### src/rtl/pipe_ctrl_pkg.sv
// pipe_ctrl_pkg
// Shared definitions for the pipeline sequencing controller: FSM state
// encodings (visible to the debug unit through o_state) and the default
// length of the post-HALT drain sequence.
package pipe_ctrl_pkg;

    typedef enum logic [2:0] {
        PAUSE  = 3'd0,
        RUN    = 3'd1,
        STEP   = 3'd2,
        DRAIN  = 3'd3,
        HALTED = 3'd4
    } state_t;

    // Pipeline-enabled cycles spent in DRAIN before HALTED.
    localparam int DRAIN_CYCLES_DEFAULT = 4;

endpackage

### src/rtl/load_use_detect.sv
// load_use_detect
// Flags a load-use hazard: the instruction in EX is a load whose destination
// register is read by the instruction in ID. Register 0 never creates a
// hazard because it is hard-wired to zero.
// Ports:
//   ID_rs, ID_rt  in  source register names of the instruction in ID
//   EX_rt         in  destination register name of the load in EX
//   EX_memread    in  instruction in EX reads memory
//   hazard        out ID must wait one cycle for the load data
module load_use_detect #(
    parameter int RBITS = 5
) (
    input  logic [RBITS-1:0] ID_rs,
    input  logic [RBITS-1:0] ID_rt,
    input  logic [RBITS-1:0] EX_rt,
    input  logic             EX_memread,
    output logic             hazard
);

    assign hazard = EX_memread
                  && (EX_rt != '0)
                  && ((EX_rt == ID_rs) || (EX_rt == ID_rt));

endmodule

### src/rtl/pipe_seq_ctrl.sv
// pipe_seq_ctrl
// Pipeline sequencing controller for the 5-stage core. Generates the stall,
// flush and bubble controls for PC, IF/ID, ID/EX, EX/MEM and MEM/WB from the
// debug run/step/halt commands, load-use hazards, taken branches and the HALT
// instruction. After HALT is decoded the front end is frozen and the
// in-flight instructions are retired over DRAIN_CYCLES cycles.
// Ports:
//   i_clk, i_rst            clock, synchronous active-high reset
//   i_cmd_run/step/halt     debug command pulses (priority halt > step > run)
//   i_halt_id               HALT opcode decoded in ID
//   i_branch_taken          branch/jump resolved taken in ID
//   ID_rs, ID_rt, EX_rt,    operands for load-use detection
//   EX_memread
//   o_stall_pc..o_stall_mem hold PC / IF-ID / ID-EX / EX-MEM / MEM-WB
//   o_flush_if              load NOP into IF/ID
//   o_bubble_id             zero ID control signals before ID/EX
//   o_state, o_halted       FSM state and HALTED indication
//   o_cycles                saturating count of pipeline-advancing cycles
module pipe_seq_ctrl
    import pipe_ctrl_pkg::*;
#(
    parameter int NBITS        = 32,
    parameter int RBITS        = 5,
    parameter int DRAIN_CYCLES = DRAIN_CYCLES_DEFAULT
) (
    input  logic             i_clk,
    input  logic             i_rst,
    input  logic             i_cmd_run,
    input  logic             i_cmd_step,
    input  logic             i_cmd_halt,
    input  logic             i_halt_id,
    input  logic             i_branch_taken,
    input  logic [RBITS-1:0] ID_rs,
    input  logic [RBITS-1:0] ID_rt,
    input  logic [RBITS-1:0] EX_rt,
    input  logic             EX_memread,
    output logic             o_stall_pc,
    output logic             o_stall_if,
    output logic             o_stall_id,
    output logic             o_stall_ex,
    output logic             o_stall_mem,
    output logic             o_flush_if,
    output logic             o_bubble_id,
    output logic [2:0]       o_state,
    output logic             o_halted,
    output logic [NBITS-1:0] o_cycles
);

    localparam int DCW = (DRAIN_CYCLES > 1) ? $clog2(DRAIN_CYCLES) : 1;
    localparam logic [DCW-1:0] DRAIN_LOAD = DCW'(DRAIN_CYCLES - 1);

    state_t           state, state_nxt;
    logic [DCW-1:0]   drain_cnt;
    logic [NBITS-1:0] cycles;
    logic             hazard_raw;
    logic             executing;
    logic             hazard;
    logic             halt_seen;
    logic             advancing;

    load_use_detect #(.RBITS(RBITS)) u_load_use_detect (
        .ID_rs      (ID_rs),
        .ID_rt      (ID_rt),
        .EX_rt      (EX_rt),
        .EX_memread (EX_memread),
        .hazard     (hazard_raw)
    );

    // Hazards and HALT decode only matter while instructions are flowing;
    // a HALT held behind a load-use stall is re-decoded next cycle.
    assign executing = (state == RUN) || (state == STEP);
    assign hazard    = executing && hazard_raw;
    assign halt_seen = executing && i_halt_id && !hazard_raw;
    assign advancing = executing || (state == DRAIN);

    // NOTE: every signal driven here gets a default first so no path through
    // the case can leave it unassigned and infer a latch.
    always_comb begin
        state_nxt   = state;
        o_stall_pc  = 1'b1;
        o_stall_if  = 1'b1;
        o_stall_id  = 1'b1;
        o_stall_ex  = 1'b1;
        o_stall_mem = 1'b1;
        o_flush_if  = 1'b0;
        o_bubble_id = 1'b0;

        unique case (state)
            PAUSE: begin
                if (i_cmd_halt)      state_nxt = PAUSE;
                else if (i_cmd_step) state_nxt = STEP;
                else if (i_cmd_run)  state_nxt = RUN;
            end
            RUN, STEP: begin
                o_stall_id  = 1'b0;
                o_stall_ex  = 1'b0;
                o_stall_mem = 1'b0;
                if (hazard) begin
                    // Hold the consumer in ID and send a bubble down; the
                    // branch (if any) is resolved again next cycle.
                    o_stall_pc  = 1'b1;
                    o_stall_if  = 1'b1;
                    o_bubble_id = 1'b1;
                end else begin
                    o_stall_pc = 1'b0;
                    o_stall_if = 1'b0;
                    o_flush_if = i_branch_taken;
                end

                if (halt_seen)                        state_nxt = DRAIN;
                else if (state == STEP || i_cmd_halt) state_nxt = PAUSE;
            end
            DRAIN: begin
                // Front end frozen on NOPs while the back end retires.
                o_stall_pc  = 1'b1;
                o_stall_if  = 1'b0;
                o_stall_id  = 1'b0;
                o_stall_ex  = 1'b0;
                o_stall_mem = 1'b0;
                o_flush_if  = 1'b1;
                o_bubble_id = 1'b1;
                if (drain_cnt == '0) state_nxt = HALTED;
            end
            HALTED: state_nxt = HALTED;
            default: state_nxt = PAUSE;
        endcase
    end

    // NOTE: registered state uses non-blocking assignments so every flop
    // samples the pre-edge values regardless of statement order.
    always_ff @(posedge i_clk) begin
        if (i_rst) begin
            state     <= PAUSE;
            drain_cnt <= '0;
            cycles    <= '0;
        end else begin
            state <= state_nxt;

            if (state != DRAIN && state_nxt == DRAIN)
                drain_cnt <= DRAIN_LOAD;
            else if (state == DRAIN && drain_cnt != '0)
                drain_cnt <= drain_cnt - 1'b1;

            if (advancing && cycles != '1)
                cycles <= cycles + 1'b1;
        end
    end

    assign o_state  = state;
    assign o_halted = (state == HALTED);
    assign o_cycles = cycles;

endmodule

### config.mk
export PLATFORM = sky130hd
export DESIGN_NAME = pipe_seq_ctrl
export DESIGN_NICKNAME = d
export VERILOG_FILES = /design/src/rtl/pipe_ctrl_pkg.sv /design/src/rtl/load_use_detect.sv /design/src/rtl/pipe_seq_ctrl.sv
export SDC_FILE = /design/constraint.sdc
export NUM_CORES = 1
export LEC_CHECK = 0
export CAP_MARGIN = 15
export CORE_UTILIZATION = 47
export DETAILED_ROUTE_END_ITERATION = 10
export PLACE_DENSITY = 0.83
export SLEW_MARGIN = 0
export SYNTH_ARGS = -nofsm -noshare
export SYNTH_HDL_FRONTEND = slang
export SYNTH_SLANG_ARGS = --single-unit
export TNS_END_PERCENT = 10
### constraint.sdc
create_clock -name i_clk -period 2.2 [get_ports i_clk]
set_clock_uncertainty 0.1 [all_clocks]
set_input_delay 0.33 -clock i_clk [delete_from_list [all_inputs] [get_ports i_clk]]
set_output_delay 0.33 -clock i_clk [all_outputs]
set_load 0.03 [all_outputs]
==> key figures <==
Run
  – Max cap viols: 0

Global routing
  – First-pass GRT wire length: 9940 um
  – GRT Total Usage: 0.250
  – GR Overflow Total: 0
  – Vias in the first global route: 2,253
  – Largest net degree at the start of global routing: 34
  – Initial antenna violation count: 0

Setup path
  – CP Class: input port to output port
  – CP max-delay cell: or4_1
  – Worst Setup End Kind: output port
  – Slowest Stage Delay on Critical Path: 0.56 ns
  – Buffers plus inverters on the worst setup path: 3
  – CP Launch Type: input port
  – Critical path, cell by cell: clkdlybuf4s15_1 -> or4_1 -> o21ai_2 -> buf_4 -> o211ai_1 -> nand3_1 -> buf_6
  – Largest fanout on the critical path: 6
  – Crit-path leading delay family: simple AND/OR/NAND/NOR gates
  – Crit path required time: 1.77 ns
  – Critical Path AT: 1.76 ns

Synth
  – Yosys top cell area share: 0.344
  – Share of flip-flops with an asynchronous set or reset: 0
  – Post-Syn Instances: 271
  – Post-synth top flop: dfxtp_1
  – Yosys warnings: 0
  – Dominant cell by count in the synthesized netlist: dfxtp_1
  – Sequential share of the synthesized area: 0.344
  – Synth Net Count: 296
  – Synthesized flop and latch total: 37
  – Synth cell types: 43
  – Post-synth top cells: 37 x dfxtp_1, 24 x a21oi_1, 23 x nor2_1
  – Post-synth EDFFs: 0
  – Largest area contributor in the netlist: dfxtp_1
  – Mean Syn Cell Area: 7.96 um2
  – Synth top area cells: dfxtp_1 34%, a21oi_1 5.6%, o21ai_0 4.9%, xor2_1 4.9%, nor2_1 4.0%
  – Cell Area, Synth: 2160 um2

Detailed routing
  – Via density: 5.87
  – Via count: 2,414
  – WL per Instance: 14.7 um
  – Drt first pass iters: 4
  – DRC viols: 0
  – Total Wirelength: 6040 um
  – Initial drt markers: 145
  – Routed Antenna Nets: 0

Die
  – Die Wd: 69.7 um
  – Core area: 4380 um2
  – # rows: 24
  – Die height: 69.7 um
  – # IOs: 66
  – Initial core utilization: 0.492
  – Die area: 4860 um2

Power and ir drop
  – Lkg Pwr: 1.11 nW
  – Power, Total: 1.62 mW
  – Sequential power share: 0.434
  – Combinational Power Share: 0.213
  – NetSw: 455 uW
  – Clock share of power: 0.352
  – Worst vdd ir: 0.391 mV
  – Internal power: 1.17 mW
  – PwrDens: 512 nW/um2
  – Sw Ratio: 0.281

Placed design
  – Dpl hpwl: 4330 um
  – Setup Slack @ Placement: -0.477 ns
  – GPL Wtd Cong: 0.827
  – Port Buffer Count: 65

Timing
  – Max Slew Vio Count: 0
  – Final setup viols: 0
  – PnR worst setup slack: 0.00575 ns
  – Final min period: 2.19 ns
  – Worst-margin pin slew: 0.506 ns
  – Fin. Hold Viols: 0
  – TNS Setup: 0 ns
  – Worst slew margin: 0.660
  – RSZ-0062 raised after global routing: yes
  – Fin crit share: 0.997
  – F_max: 456 MHz

Clock tree
  – Clock Latency Late Sink: 0.29 ns
  – Clock sink count: 37
  – CTS tree: yes
  – Num CTS Buffers: 5
  – Htree depth: 2
  – Max clock buf depth: 2
  – Clk slew on worst S/H paths: 0.07 ns
  – Root buffer cell: clkbuf_8

Worst hold path
  – Hold Crit Class: flip-flop to flip-flop

Finish
  – Ant. Diodes: 0
  – Area Growth Syn to Fin: 46.8%
  – Final nets: 384
  – Fin util: 0.722
  – Layout cell share with drive strength beyond 1: 0.167

Run status
  – Status: completed
repair_timing:
item	CTS	global route
pin swaps	6	3
setup buffers	2	2
endpoints found under the setup margin	4	16
hold buffers	0	0
resized for setup	24	10
cells by family (layout without fill, tap and decap cells):
family                     Yosys count  count (layout)  share of synthesized area
muxes                                2               2                     0.0104
buffers and inverters               22             110                     0.0447
xor gates and xnor gates            19              19                     0.0772
DFF                                 37              37                      0.344
adders and majority gates            2               2                     0.0116
and+or+nand+nor                    117             117                      0.308
AOI/OAI and AO/OA                   72              72                      0.205
cell type report:
class                           count  area (um2)
Multi-Input combinational cell    212        1340
Fill cell                         355        1220
Timing Repair Buffer               95         881
Sequential cell                    37         741
Clock buffer                        5        68.8
Tap cell                           52        65.1
Clock inverter                      2        35.0
Inverter                            8        30.0
power groups by stage:
stage                     combinational, mW  sequential (mW)  clock, mW
after floorplan                       0.183            0.732          0
after global placement                0.338            0.718          0
after detailed placement              0.345            0.719          0
after CTS                             0.343            0.704      0.578
after global routing                  0.367            0.706      0.609
final                                 0.346            0.704      0.571
state kept, by name, summed over array words and instances (netlist names):
register and cells:
o_state 3, drain_cnt 2, o_cycles 32
worst paths after layout:
| path | startpoint | to | slack (ns) | cells after the start |
|---|---|---|---|---|
| hold reg to reg | o_cycles[31]$_SDFFE_PP0P_ | o_cycles[31]$_SDFFE_PP0P_ | 0.40 | 2 |
| hold / removal | o_cycles[31]$_SDFFE_PP0P_ | o_cycles[31]$_SDFFE_PP0P_ | 0.40 | 2 |
| setup / recovery | EX_rt[0] | o_flush_if | 0.006 | 7 |
| setup reg to reg | o_cycles[11]$_SDFFE_PP0P_ | o_cycles[30]$_SDFFE_PP0P_ | 0.18 | 6 |
through the flow:
stage                     hold slack [ns]  instances  cell area, um2
after detailed placement            0.388        400            3010
after global routing                0.429        411            3160
final                               0.399        411            3160
after floorplan                     0.416        271            2160
after global placement              0.383        400            3010
after CTS                           0.402        409            3120
worst min-delay path, stage by stage (launching register included):
cell	delay (ns)
dfxtp_1	0.34
o31ai_1	0.07
a21oi_1	0.05
per-layer routing:
metal / vias up / GRT usage / wire length, um
li1: 1188 / - / -
met1: 1145 / 0.288 / 2520
met2: 73 / 0.451 / 3180
met3: 8 / 0.0509 / 267
met4: 0 / 0.0956 / 77
met5: - / 0 / 0
cell usage in the layout (no fill, tap or decap), types with 4 or more instances in the layout:
master / n
o211ai_1: 4
inv_1: 7
xnor2_1: 7
nand2_1: 17
a21oi_1: 24
xor2_1: 12
a311oi_1: 6
nor3_1: 4
o31ai_1: 8
or3_1: 13
dlygate4sd2_1: 12
nor2_1: 23
clkdlybuf4s50_1: 42
nor4_1: 5
clkbuf_8: 5
or4_1: 9
nand4_1: 9
o21ai_0: 21
nand3_1: 14
and4_1: 4
dfxtp_1: 37
dlymetal6s2s_1: 4
buf_4: 30
Power figures use the tool's default switching activity.
